**src/rtl/kbd_entry_ctrl_if.sv**
```systemverilog
// kbd_entry_ctrl_if: keypad entry bundle between the entry sequencer (master) and the clock core/kbd_if (slave).
interface kbd_entry_ctrl_if;
    logic [7:0]  key;
    logic        shift;
    logic        entry_active;
    logic        entry_mode;
    logic [2:0]  digit_count;
    logic [15:0] value;
    logic        load_time;
    logic        load_alarm;
    logic        entry_error;

    modport master (
        input  key,
        output shift, entry_active, entry_mode, digit_count, value,
        output load_time, load_alarm, entry_error
    );

    modport slave (
        output key,
        input  shift, entry_active, entry_mode, digit_count, value,
        input  load_time, load_alarm, entry_error
    );
endinterface

```
**src/rtl/kbd_entry_ctrl.sv**
```systemverilog
// kbd_entry_ctrl: collects four keypad digits after a mode key, validates HHMM and
// pulses a time/alarm load, aborting the entry after an inactivity timeout.
module kbd_entry_ctrl #(
    parameter int TIMEOUT_TICKS = 2560
) (
    input  logic clk256,
    input  logic reset,
    kbd_entry_ctrl_if.master bus
);
    localparam logic [7:0] KP_0 = 8'h70, KP_1 = 8'h69, KP_2 = 8'h72, KP_3 = 8'h7A, KP_4 = 8'h6B;
    localparam logic [7:0] KP_5 = 8'h73, KP_6 = 8'h74, KP_7 = 8'h6C, KP_8 = 8'h75, KP_9 = 8'h7D;
    localparam logic [7:0] KP_STAR = 8'h7C, KP_MINUS = 8'h7B;
    localparam logic [7:0] KP_KEY_RELEASED = 8'hF0, KP_INVALID = 8'hFF;

    typedef enum logic [1:0] {IDLE, ENTRY, CHECK} state_t;

    state_t      state_q, state_d;
    logic [7:0]  prev_key_q;
    logic [11:0] cnt_q, cnt_d;
    logic        shift_q, shift_d;
    logic        active_q, active_d;
    logic        mode_q, mode_d;
    logic [2:0]  count_q, count_d;
    logic [15:0] value_q, value_d;
    logic        load_time_q, load_time_d;
    logic        load_alarm_q, load_alarm_d;
    logic        error_q, error_d;

    function automatic logic [4:0] decode(input logic [7:0] k);
        case (k)
            KP_0: decode = 5'h10;
            KP_1: decode = 5'h11;
            KP_2: decode = 5'h12;
            KP_3: decode = 5'h13;
            KP_4: decode = 5'h14;
            KP_5: decode = 5'h15;
            KP_6: decode = 5'h16;
            KP_7: decode = 5'h17;
            KP_8: decode = 5'h18;
            KP_9: decode = 5'h19;
            default: decode = 5'h00;
        endcase
    endfunction

    logic [4:0] dec;
    logic       ev, dig_ev, mode_ev, accepted, timeout, valid;

    // Keys are taken on the code that follows a release (F0), so a held make code never counts.
    assign dec      = decode(bus.key);
    assign ev       = prev_key_q == KP_KEY_RELEASED && bus.key != KP_KEY_RELEASED && bus.key != KP_INVALID && !shift_q;
    assign dig_ev   = ev && dec[4];
    assign mode_ev  = ev && (bus.key == KP_STAR || bus.key == KP_MINUS);
    assign accepted = dig_ev || mode_ev;
    assign timeout  = cnt_q == 12'(TIMEOUT_TICKS - 1);
    assign valid    = (value_q[15:12] < 4'd2 && value_q[11:8] <= 4'd9 || value_q[15:12] == 4'd2 && value_q[11:8] <= 4'd3)
                      && value_q[7:4] <= 4'd5 && value_q[3:0] <= 4'd9;

    always_ff @(posedge clk256 or posedge reset) begin
        if (reset) begin
            state_q      <= IDLE;
            prev_key_q   <= KP_KEY_RELEASED;
            cnt_q        <= '0;
            shift_q      <= 1'b0;
            active_q     <= 1'b0;
            mode_q       <= 1'b0;
            count_q      <= '0;
            value_q      <= '0;
            load_time_q  <= 1'b0;
            load_alarm_q <= 1'b0;
            error_q      <= 1'b0;
        end else begin
            state_q      <= state_d;
            prev_key_q   <= bus.key;
            cnt_q        <= cnt_d;
            shift_q      <= shift_d;
            active_q     <= active_d;
            mode_q       <= mode_d;
            count_q      <= count_d;
            value_q      <= value_d;
            load_time_q  <= load_time_d;
            load_alarm_q <= load_alarm_d;
            error_q      <= error_d;
        end
    end

    always_comb begin
        state_d = state_q;
        if (state_q == IDLE && mode_ev) state_d = ENTRY;
        if (state_q == ENTRY) state_d = (dig_ev && count_q == 3'd3) ? CHECK : (!accepted && timeout) ? IDLE : ENTRY;
        if (state_q == CHECK) state_d = IDLE;
    end

    always_comb begin
        shift_d      = 1'b0;
        load_time_d  = 1'b0;
        load_alarm_d = 1'b0;
        error_d      = 1'b0;
        mode_d       = mode_q;
        count_d      = count_q;
        value_d      = value_q;
        cnt_d        = cnt_q;
        active_d     = state_d != IDLE;
        if (mode_ev && state_q != CHECK) begin
            mode_d  = bus.key == KP_STAR;
            count_d = '0;
            value_d = '0;
            cnt_d   = '0;
        end
        if (state_q == ENTRY && dig_ev) begin
            value_d = {value_q[11:0], dec[3:0]};
            count_d = count_q + 3'd1;
            shift_d = 1'b1;
            cnt_d   = '0;
        end
        if (state_q == ENTRY && !accepted) begin
            cnt_d   = (cnt_q == 12'hFFF) ? cnt_q : cnt_q + 12'd1;
            error_d = timeout;
        end
        if (state_q == CHECK) begin
            load_alarm_d = valid && mode_q;
            load_time_d  = valid && !mode_q;
            error_d      = !valid;
        end
    end

    assign bus.shift        = shift_q;
    assign bus.entry_active = active_q;
    assign bus.entry_mode   = mode_q;
    assign bus.digit_count  = count_q;
    assign bus.value        = value_q;
    assign bus.load_time    = load_time_q;
    assign bus.load_alarm   = load_alarm_q;
    assign bus.entry_error  = error_q;
endmodule

```
**src/flat_wrapper.sv**
```systemverilog
// flat-port wrapper written by rule: the top's interface ports become plain ports
module kbd_entry_ctrl_flat 
#(
    parameter int TIMEOUT_TICKS = 2560
)
  (clk256, reset, bus_key, bus_shift, bus_entry_active, bus_entry_mode, bus_digit_count, bus_value, bus_load_time, bus_load_alarm, bus_entry_error);
  kbd_entry_ctrl_if bus_i ();
  input  logic clk256;
  input  logic reset;
  input wire logic [$bits(bus_i.key)-1:0] bus_key;
  output wire logic [$bits(bus_i.shift)-1:0] bus_shift;
  output wire logic [$bits(bus_i.entry_active)-1:0] bus_entry_active;
  output wire logic [$bits(bus_i.entry_mode)-1:0] bus_entry_mode;
  output wire logic [$bits(bus_i.digit_count)-1:0] bus_digit_count;
  output wire logic [$bits(bus_i.value)-1:0] bus_value;
  output wire logic [$bits(bus_i.load_time)-1:0] bus_load_time;
  output wire logic [$bits(bus_i.load_alarm)-1:0] bus_load_alarm;
  output wire logic [$bits(bus_i.entry_error)-1:0] bus_entry_error;
  assign bus_i.key = bus_key;
  assign bus_shift = bus_i.shift;
  assign bus_entry_active = bus_i.entry_active;
  assign bus_entry_mode = bus_i.entry_mode;
  assign bus_digit_count = bus_i.digit_count;
  assign bus_value = bus_i.value;
  assign bus_load_time = bus_i.load_time;
  assign bus_load_alarm = bus_i.load_alarm;
  assign bus_entry_error = bus_i.entry_error;
  kbd_entry_ctrl #(.TIMEOUT_TICKS(TIMEOUT_TICKS)) u_core (.clk256(clk256), .reset(reset), .bus(bus_i));
endmodule
```
**config.mk**
```make
export PLATFORM = sky130hd
export DESIGN_NAME = kbd_entry_ctrl_flat
export DESIGN_NICKNAME = d
export VERILOG_FILES = /design/src/rtl/kbd_entry_ctrl_if.sv /design/src/rtl/kbd_entry_ctrl.sv /design/src/flat_wrapper.sv
export SDC_FILE = /design/constraint.sdc
export NUM_CORES = 1
export LEC_CHECK = 0
export CORE_ASPECT_RATIO = 0.5
export CORE_MARGIN = 10
export CORE_UTILIZATION = 50
export CTS_CLUSTER_DIAMETER = 80
export DETAILED_ROUTE_END_ITERATION = 6
export PLACE_DENSITY = 0.75
export SLEW_MARGIN = 40
export SYNTH_ARGS = -nofsm -noshare
export SYNTH_HDL_FRONTEND = slang
export SYNTH_SLANG_ARGS = --single-unit
```
**constraint.sdc**
```tcl
create_clock -name clk256 -period 6.35 [get_ports clk256]
set_clock_uncertainty 0.15 [all_clocks]
set_input_delay 1.27 -clock clk256 [delete_from_list [all_inputs] [get_ports clk256]]
set_output_delay 1.27 -clock clk256 [all_outputs]
set_load 0.02 [all_outputs]
```
* Yosys cells after proc, flatten, opt, wreduce, memory -nomap -nowiden *
Cells that the tools add are included.
W data, S select, Z words.

word-level totals
  output and inout bits = 25
  bits in registers = 47
  logic and storage cells = 89

operators by class
  multiplexer cells = 19
  eq/ne operators = 23
  order comparisons = 5
  add/sub/neg operators = 2
  reduce and logical (&&, ||, !) cells = 29

operators with widths
  kind                     number
  $eq A8 B7 Y1 const B     12
  $pmux W5 S10             1
  $mux W12                 4
  $mux W16                 2
  $eq A12 B12 Y1 const B   2
  $logic_and A1 B1 Y1      17
  $ne A8 B8 Y1 const B     2
  $add A12 B1 Y12 const B  1
  $eq A8 B8 Y1 const B     1
  $le A4 B4 Y1 const B     2
  $mux W2                  4
  $mux W1                  6
  $mux W3                  2
  $eq A4 B2 Y1 const B     1
  $le A4 B2 Y1 const B     1
  $le A4 B3 Y1 const B     1
  $logic_not A1 Y1         4
  $lt A4 B2 Y1 const B     1
  $ne A2 B2 Y1 const B     2
  $reduce_bool A2 Y1       2
  $add A3 B1 Y3 const B    1
  $eq A3 B2 Y1 const B     1
  $logic_or A1 B1 Y1       3
  $reduce_bool A3 Y1       1
  other kinds (4)          4

* Depth between registers and ports, before layout *
Gate-level depths: netlist of the first run.

  word-level depth = 13
  gate-level depth with buffers = 8
  gate-level depth less buffers = 7

* Worst setup path after synthesis of the first run *
Ideal clock, no wire load.

  path kind = input to register
  start point = input port bus_key[2]
  end point = register u_core.cnt_q[11]
  data arrival time = 2.925 ns
  required time = 6.120 ns
  setup time = 0.080 ns
  setup slack = 3.195 ns
  stages on the path = 8
  path through = buf_2 > and4bb_4 > a211oi_4 > a21oi_2 > or3_1 > buf_2 > or3_1 > o211ai_2

between the ends
  longest elaborated chain between the ends = 10

RTL lines
  what                                                                   RTL line              source
  start, declared                                                        flat_wrapper.sv:10    input wire logic [$bits(bus_i.key)-1:0] bus_key;
  parallel branches: the longest is 10 deep, another holds $pmux W5 S10  -
  end signal, assigned                                                   kbd_entry_ctrl.sv:74  cnt_q <= cnt_d;
  end, declared                                                          kbd_entry_ctrl.sv:19  logic [11:0] cnt_q, cnt_d;

Several ways; the timed one is not identified.
A chain may end at the register's enable or synchronous reset.

* Worst setup path in the final report of the first run *
  start point = input port bus_key[4]
  end point = register u_core.value_q[2] (netlist: u_core.bus.value[2])

between the ends
  longest elaborated chain between the ends = 7

RTL lines
  what                                                              RTL line              source
  parallel branches: the longest is 7 deep, another holds $mux W16  -
  end signal, assigned                                              kbd_entry_ctrl.sv:79  value_q <= value_d;
  end, declared                                                     kbd_entry_ctrl.sv:24  logic [15:0] value_q, value_d;

Several ways; the timed one is not identified.

==> results of run 1 <==
stage by stage:
step	total power, mW	utilization	instance area, sq um	setup slack, ns
after CTS	0.5669	0.6334	2775	2.499
final	0.5613	0.6345	2780	2.506
after detailed placement	0.3432	0.6071	2660	2.235
after global placement	0.3420	0.6065	2658	2.291
after floorplan	0.3316	-	2272	3.195
after global routing	0.5849	0.6345	2780	2.372
logic make-up (layout without fill, tap and decap cells):
logic type               count (synthesis)  count (layout)
AO/OA/AOI/OAI                           57              57
multiplexers                             1               1
buffers and inverters                   16              51
XOR/XNOR                                 7               7
flip-flops                              47              47
AND/OR/NAND/NOR                         82              82
adder cells (fa/ha/maj)                  3               3
sequential cells by signal, indices dropped and copies added, names as in the netlist:
| name | flops |
|---|---|
| u_core.bus.load_alarm | 1 |
| u_core.bus.entry_error | 1 |
| u_core.prev_key_q | 8 |
| u_core.bus.load_time | 1 |
| u_core.bus.value | 16 |
| u_core.bus.entry_mode | 1 |
| u_core.cnt_q | 12 |
| u_core.state_q | 2 |
| u_core.bus.shift | 1 |
| u_core.bus.digit_count | 3 |
| u_core.bus.entry_active | 1 |
path summary, 6_finish.rpt:
| path | startpoint | end |
|---|---|---|
| max | bus_key[4] | u_core.bus.value[2]$_DFFE_PP0P_ |
| min | u_core.bus.entry_mode$_DFFE_PP0P_ | u_core.bus.load_time$_DFF_PP0_ |
| max reg2reg | u_core.prev_key_q[4]$_DFF_PP1_ | u_core.bus.value[3]$_DFFE_PP0P_ |
| min reg2reg | u_core.bus.entry_mode$_DFFE_PP0P_ | u_core.bus.load_time$_DFF_PP0_ |
| max in group asynchronous | reset | u_core.prev_key_q[4]$_DFF_PP1_ |
| min in group asynchronous | reset | u_core.cnt_q[1]$_DFFE_PP0P_ |
area by class of cell:
type	count	share of cell area
Clock inverter	3	0.01665
Inverter	7	0.01035
Clock buffer	5	0.02475
Sequential cell	47	0.4248
Timing Repair Buffer	36	0.1278
Multi-Input combinational cell	150	0.3699
Tap cell	57	0.02565
cells in the final DEF, fill, tap and decap left out, types with 4 or more instances in the layout:
cell type	netlist	routed
dfrtp_1	43	43
clkdlybuf4s50_1	0	34
nand2_1	18	18
a22o_1	14	14
nand3_1	11	11
o21ai_0	11	11
nor3_1	8	8
nor2_1	7	7
inv_1	7	6
nand2b_1	5	5
a21oi_1	5	5
xnor2_1	5	5
clkbuf_8	0	5
nor3b_1	4	4
o22ai_1	4	4
dfstp_2	4	4
per-layer routing:
metal	vias to the layer above	global-route usage
met5	-	0
met4	0	0.04294
met3	5	0.04509
met2	47	0.2311
met1	881	0.1827
li1	855	-
power groups by stage:
stage | sequential [mW] | combinational [mW] | clock [mW]
after floorplan | 0.311 | 0.0205 | 0
final | 0.306 | 0.0314 | 0.224
after global placement | 0.311 | 0.0306 | 0
after detailed placement | 0.312 | 0.0316 | 0
after global routing | 0.306 | 0.0353 | 0.243
after CTS | 0.306 | 0.0318 | 0.229
==> results.md, run 1 <==
Final layout:
- Once layout is complete, the cells apart from fillers number approximately 300.
- The signed area change from the synthesized netlist to the final layout is 22.36%.
- The total inserted antenna cells is 0.
- Of the cells placed in the final design, the portion with a size suffix greater than 1 is 0.1048.
- Summing all multi-input logic gate instances after layout gives 1028 sq um.
- The layout has 360 filler cells.
- Summing all flip-flop and latch instances after layout gives 1181 sq um.
- For this run, the post-layout net count is 260.

Drt:
- The routed wire length per instance is 17.29 microns.
- The met3 routed wirelength is 297 microns.
- Dividing the detail-routed via count by the number of cells gives 5.862.
- The total iterations of the first detailed-routing run is 4.
- The total wire length is 5.274 mm.
- The post-detailed-route DRC marker count is 0.
- The count of vias placed by the detailed router is roughly 1.8k.
- The met1 wire length is approximately 2.4 mm.
- Summed over all nets, wire length on met2 after detailed routing comes to 2.506 mm.
- The detailed router's first-iteration violation count is 130.
- Routed signal wires occupy layers up through met4.
- The count of nets left with antenna violations once routing finished came out at 0.

Yosys:
- The synthesized area per cell is 10.67 sq um.
- The number of nets in the synthesized netlist is roughly 230.
- The async set-reset flop share out of synthesis is 1.000.
- In this run, synthesis inferred 0 flip-flops with an integrated enable.
- Synthesis instantiated 53 different standard cells from the library.
- Sorting the synthesized cells by area gives the leading types as dfrtp_1 (47%), a22o_1 (5.4%), dfstp_2 (4.6%).
- The share of Yosys cell area claimed by the top area cell type is 0.4736.
- The prevailing post-synth register cell is dfrtp_1.
- The sequential element share of the synthesized area is 0.5198.
- The library cell occupying the most area in the post-synthesis netlist is dfrtp_1.
- In the synthesized netlist, the number of instances is around 210.
- The post-synthesis sequential element count is 47.
- The commonest cells after synthesis are dfrtp_1 (43), nand2_1 (18), a22o_1 (14).
- The dominant combinational cell family by area after synthesis is simple AND/OR/NAND/NOR gates.
- The complex-gate fraction of the synthesized area came to 0.1900.
- The fraction of synthesized area in multiplexers is 0.004405.
- Of the total synthesized cell area, the portion taken by AND, OR, NAND and NOR gates is 0.2126.
- dfrtp_1 is the most common cell in the netlist.
- The synthesis warning total is 0.
- The post-synthesis xor/xnor area fraction is 0.02698.
- The cell area that synthesis handed to floorplanning was 2272 sq um.
- The adder-cell share of the synthesized area is 0.01652.

Clock tree:
- In this run, post-CTS hold repair placed 0 buffers.
- Gates resized during post-CTS repair numbered 0.
- The maximum buffer depth of the clock tree is 2.
- TritonCTS created 5 clock buffers.
- The clock slew at the register clock pins of the worst setup and hold paths is roughly 0.090 ns.
- The number of setup buffers added after CTS is 0.
- The clock tree synthesis step divided the H-tree into 2 levels.
- The clock latency reported for the late side of the worst-skew pair is around 0.3 ns.
- TritonCTS built the clock tree.
- The CTS root buffer is clkbuf_8.
- The clock drives 47 sinks.

Timing:
- The relative slew slack is 0.5739.
- The post-route worst hold slack is 0.3025 ns.
- The period utilization is 0.6053.
- Setup repair after global routing left no endpoint under its margin.
- The number of max-slew violations in the final report is 0.
- The number of hold violations in the final report was 0.
- The clock period could shrink to 3.844 ns.
- Setup violations remaining at the end of the flow were counted as 0.
- Timing would allow up to 0.2602 GHz.
- The worst-margin pin slew is 0.6368 ns.
- The sum of negative setup slack is 0 ns.

Placed design:
- The congestion estimate from routability-driven global placement came to about 0.9.
- The wire-length estimate of the detail-placed layout is 3.892 mm.
- The placed instance count is 297.
- The count of buffers added on input and output ports is 34.

Critical path:
- In this design, the stage delay of the slowest critical-path cell is 0.75 ns.
- Traced cell by cell, the critical path runs through clkdlybuf4s50_1 -> and4bb_4 -> a211oi_4 -> a2111oi_2 -> buf_4 -> nor2_1 -> buf_4 -> nand2_1 -> o31ai_1.
- The critical path crosses 9 cells after its start point.
- The critical path startpoint category is an input pin.
- The worst setup path is captured at a flip-flop.
- Grouping stages by cell kind, the critical path spends the most delay in buffers and inverters.
- The buffer and inverter count on the worst path is 3.
- The largest individual stage delay along the critical path comes from the cell clkdlybuf4s50_1.
- The worst endpoint data arrival time is 3.91 ns.
- Of all nets on the critical path, the largest fanout is 15.
- The number of cells on the worst reg-to-reg path is 6.
- The endpoint required time on the critical path is about 6.4 ns.
- The setup path with the least slack is of type in -> reg.
- The cell occurring most often along the worst timing path is buf_4.
- The internal reg-to-reg setup slack is 3.73 ns.

Job:
- The number of max-capacitance violations reported is 0.

Floorplanning:
- The placeable core region is between 4000 and 5000 sq um.
- The area of the die is 7804 sq um.
- The count of standard-cell rows is 17.
- The chip height is 67.67 microns.
- The count of boundary I/O pins is 35.
- The starting density of the core is 0.5186.
- The horizontal extent of the die is 115.3 microns.

Worst hold path:
- The cell depth of the worst min-delay path is 1.
- The type of the tightest min-delay check is reg -> reg.

Global route:
- The maximum number of pins on one net before global-route repair is between 40 and 50.
- For this run, the total global-route usage over all layers was measured as 0.1434.
- The first global-routing pass estimated 8.942 mm of wire.
- The number of global-route vias before repair is 1,750.
- The total overflow left after global routing is 0.
- The initial antenna violation count is 0.

Run status:
- The flow ran to the end, and the final reports show no timing, DRC or antenna violations.

Pwr:
- VDD sags by at most 116.0 uV.
- The net switching fraction of the power is 0.2256.
- The reported leakage power is between 1 and 1.5 nW.
- The power per unit of standard cell area is 201.9 nW/um^2.
- The analysis attributes to net switching a power of 126.6 uW.
- Cell internal power was estimated by the tool at 434.7 uW.
- The share of total power dissipated in the clock network is 0.399.
- The share of total power dissipated in combinational logic is 0.056.
- The register share of total power is 0.545.
Note: power is estimated with default switching activity, not from simulation.
==> run 2: changes to the inputs <==
--- a/config.mk
+++ b/config.mk
@@ -7,7 +7,7 @@
 export LEC_CHECK = 0
 export CORE_ASPECT_RATIO = 0.5
 export CORE_MARGIN = 10
-export CORE_UTILIZATION = 50
+export CORE_UTILIZATION = 48
 export CTS_CLUSTER_DIAMETER = 80
 export DETAILED_ROUTE_END_ITERATION = 6
 export PLACE_DENSITY = 0.75
==> constraint.sdc (replaced) <==
create_clock -name clk256 -period 3.5 [get_ports clk256]
set_clock_uncertainty 0.15 [all_clocks]
set_input_delay 0.7 -clock clk256 [delete_from_list [all_inputs] [get_ports clk256]]
set_output_delay 0.7 -clock clk256 [all_outputs]
set_load 0.02 [all_outputs]
==> results.md, run 2 (same netlist as run 1, synthesis figures left out) <==
Clock tree:
- The tree is rooted in a clkbuf_8.
- The clock latency reported for the late side of the worst-skew pair is 0.30 ns.
- CTS saw 47 sinks.
- The post-cts sizing count is 0.
- TritonCTS created 5 clock buffers.
- The H-tree was split into 2 levels.
- After clock tree synthesis, the clock-pin slew on the worst setup and hold paths is 0.09 ns.
- The number of buffers inserted to repair setup after CTS is 0.
- The clock passes through at most 2 buffers.
- The CTS tree is done.
- The total of hold buffers inserted after clock tree synthesis is 0.

Run status:
- The run finished with clean final reports.

Floorplanning:
- The placeable core region is ~4500 sq um.
- The count of standard-cell rows is 17.
- For this configuration, the core starts out at a cell density of 0.5063.
- The chip height is about 69 microns.
- The area of the die is 8053 sq um.
- Measured along the x axis, the die boundary spans roughly 120 microns.
- The count of boundary I/O pins is 35.

Pwr:
- IR analysis of the VDD net gives a maximum drop of 191.6 uV.
- The power per unit of standard cell area is 363.6 nW/um^2.
- The net load switching power is ~230 uW.
- Internal power comes to approximately 790 uW.
- The reported leakage power is 1.171 nW.
- Of the total power, combinational logic draws 0.058.
- The register share of total power is 0.545.
- The design draws 1.019 mW.
- The net switching fraction of the power is 0.2242.
- Of the total power, the clock network draws 0.398.

Critical path:
- Traced cell by cell, the critical path runs through clkdlybuf4s50_1 -> and4bb_4 -> a211oi_4 -> a211oi_1 -> o31ai_1 -> o21ai_0 -> o31ai_1.
- On the worst path, the slowest cell contributes a delay of 0.68 ns.
- Counting cells, the worst reg-to-reg path comes to 7.
- The startpoint identified for the worst register-to-register timing path is u_core.cnt_q[0]$_DFFE_PP0P_.
- The kind of capture point of the worst setup path is a flip-flop.
- The maximum fanout encountered on the critical timing path is 9.
- The cell that appears most often on the critical path is o31ai_1.
- STA classifies the critical path startpoint as an input pin.
- The type of the setup path with the least slack is in -> reg.
- The endpoint required time on the critical path is 3.56 ns.
- The endpoint of the worst-slack reg-to-reg timing path is u_core.cnt_q[5]$_DFFE_PP0P_.
- The worst endpoint data arrival time is 3.11 ns.
- The slowest cell on the critical path is o31ai_1.
- Across all register-to-register paths, the minimum setup slack is 0.94 ns.

Global route:
- The total congestion overflow after global routing is 0.
- Entering global routing, the biggest net connects 48 pins.
- In the global route stage, overall resource usage came out at 0.1333.
- The wire length of the first global-routing pass is 8.756 mm.
- The number of global-route vias before repair came to 1,717.
- The initial antenna violation count was 0.

Timing:
- The period utilization is 0.8720.
- The number of hold violations in the final report was 0.
- Setup violations remaining at the end of the flow were counted as 0.
- After layout, the worst setup slack is 0.4481 ns.
- For the pin with the worst max-slew slack, the measured transition is 0.7745 ns.
- The sum of negative setup slack is 0 ns.
- The worst path needs approximately 3.1 ns of the cycle, external delays included.
- Setup repair after global routing left no endpoint under its margin.
- The relative slew slack is 0.4793.
- The number of max-slew violations in the final report was 0.
- The post-route worst hold slack is 0.3271 ns.
- Timing would allow up to 0.3277 GHz.

Drt:
- The total wire length is 5.218 mm.
- For this run, the detailed router's first-pass iteration total came to 4.
- In this run, the number of DRC markers left after iteration 0 of detailed routing was 106.
- After detailed routing, the average wire length per cell comes to 16.51 microns.
- In the routed design, unresolved DRC markers number 0.
- In the routed layout, each cell is associated on average with a via count of 5.658.
- The count of nets left with antenna violations once routing finished came out at 0.
- The final route contains between 1.5k and 2k vias.

Placed design:
- Prior to clock tree synthesis, the placed netlist has a worst setup slack of 0.1672 ns.
- Routability-driven placement finished with a final weighted congestion of 0.9228.
- In this run the tool buffered the top-level ports with 34 buffer cells.
- The wire-length estimate of the detail-placed layout is between 3 and 4 mm.

Worst hold path:
- The launch point of the worst hold path is u_core.bus.entry_mode$_DFFE_PP0P_.
- The path class of the tightest hold or removal check is reg -> reg.
- Counting instances, the worst hold path has a depth of 1.
- The hold path endpoint is u_core.bus.load_time$_DFF_PP0_.

Final layout:
- For this run, the post-layout net count is about 260.
- The share of final-layout standard cells stronger than drive strength 1 is 0.1080.
- The library cells used most frequently in the layout, excluding fill and tap cells, are dfrtp_1 (43), clkdlybuf4s50_1 (34), nand2_1 (18).
- The register with the most flip-flops in the layout has 16 of them.
- The most frequent standard cell in the layout excluding fill and tap cells is dfrtp_1.
- The area growth from synthesis to layout is 23.29%.
- The total inserted antenna cells is 0.
- The share of the core filled with cells is 0.6242.

Job:
- The tool flagged a number of max-cap violations equal to 0.
[run 2: cell count changes in the layout (fill, tap and decap cells not counted)]
cell,before,now
o31ai_2,1,0
buf_4,2,4
o31ai_1,2,3
[run 2: critical path: cells and delay by family]
family	cells	cell delay (ns)
AOI/OAI and AO/OA	5	1.46
and+or+nand+nor	1	0.30
buffers and inverters	1	0.64
[run 2: metal layers]
layer	track usage	up-vias	part of all wire
li1	-	864	-
met1	0.1713	880	0.49
met2	0.2187	35	0.47
met3	0.03077	9	0.035
met4	0.05418	0	0.012
met5	0	-	0
[run 2: layout make-up]
class / count / area [sq um]
Clock buffer: 5 / 68.82
Clock inverter: 3 / 46.29
Fill cell: 360 / 1687
Inverter: 7 / 28.78
Multi-Input combinational cell: 150 / 1023
Sequential cell: 47 / 1181
Tap cell: 66 / 82.58
Timing Repair Buffer: 38 / 370.4
[run 2: worst max-delay path by stage]
stage	start	endpoint	slack (ns)	depth (start not counted)
2_1_floorplan	bus_key[2]	u_core.cnt_q[11]$_DFFE_PP0P_	0.92	8
3_3_place_gp	bus_key[0]	u_core.cnt_q[11]$_DFFE_PP0P_	0.26	7
3_5_place_dp	bus_key[4]	u_core.cnt_q[5]$_DFFE_PP0P_	0.17	7
4_1_cts	bus_key[4]	u_core.cnt_q[5]$_DFFE_PP0P_	0.49	7
5_1_grt	bus_key[0]	u_core.cnt_q[7]$_DFFE_PP0P_	0.26	7
6_report	bus_key[4]	u_core.cnt_q[5]$_DFFE_PP0P_	0.45	7
[run 2: power by group through the flow]
stage,logic [mW],registers [mW],clock network [mW]
after global routing,0.0650,0.556,0.440
after detailed placement,0.0589,0.565,0
after global placement,0.0574,0.565,0
final,0.0589,0.555,0.405
after floorplan,0.0372,0.564,0
after CTS,0.0594,0.555,0.415
[run 2: metrics by stage]
stage / instance area [sq um] / std cells
floorplan: 2272 / 213
global placement: 2684 / 308
detailed placement: 2686 / 308
CTS: 2801 / 316
global route: 2801 / 316
finish: 2801 / 316
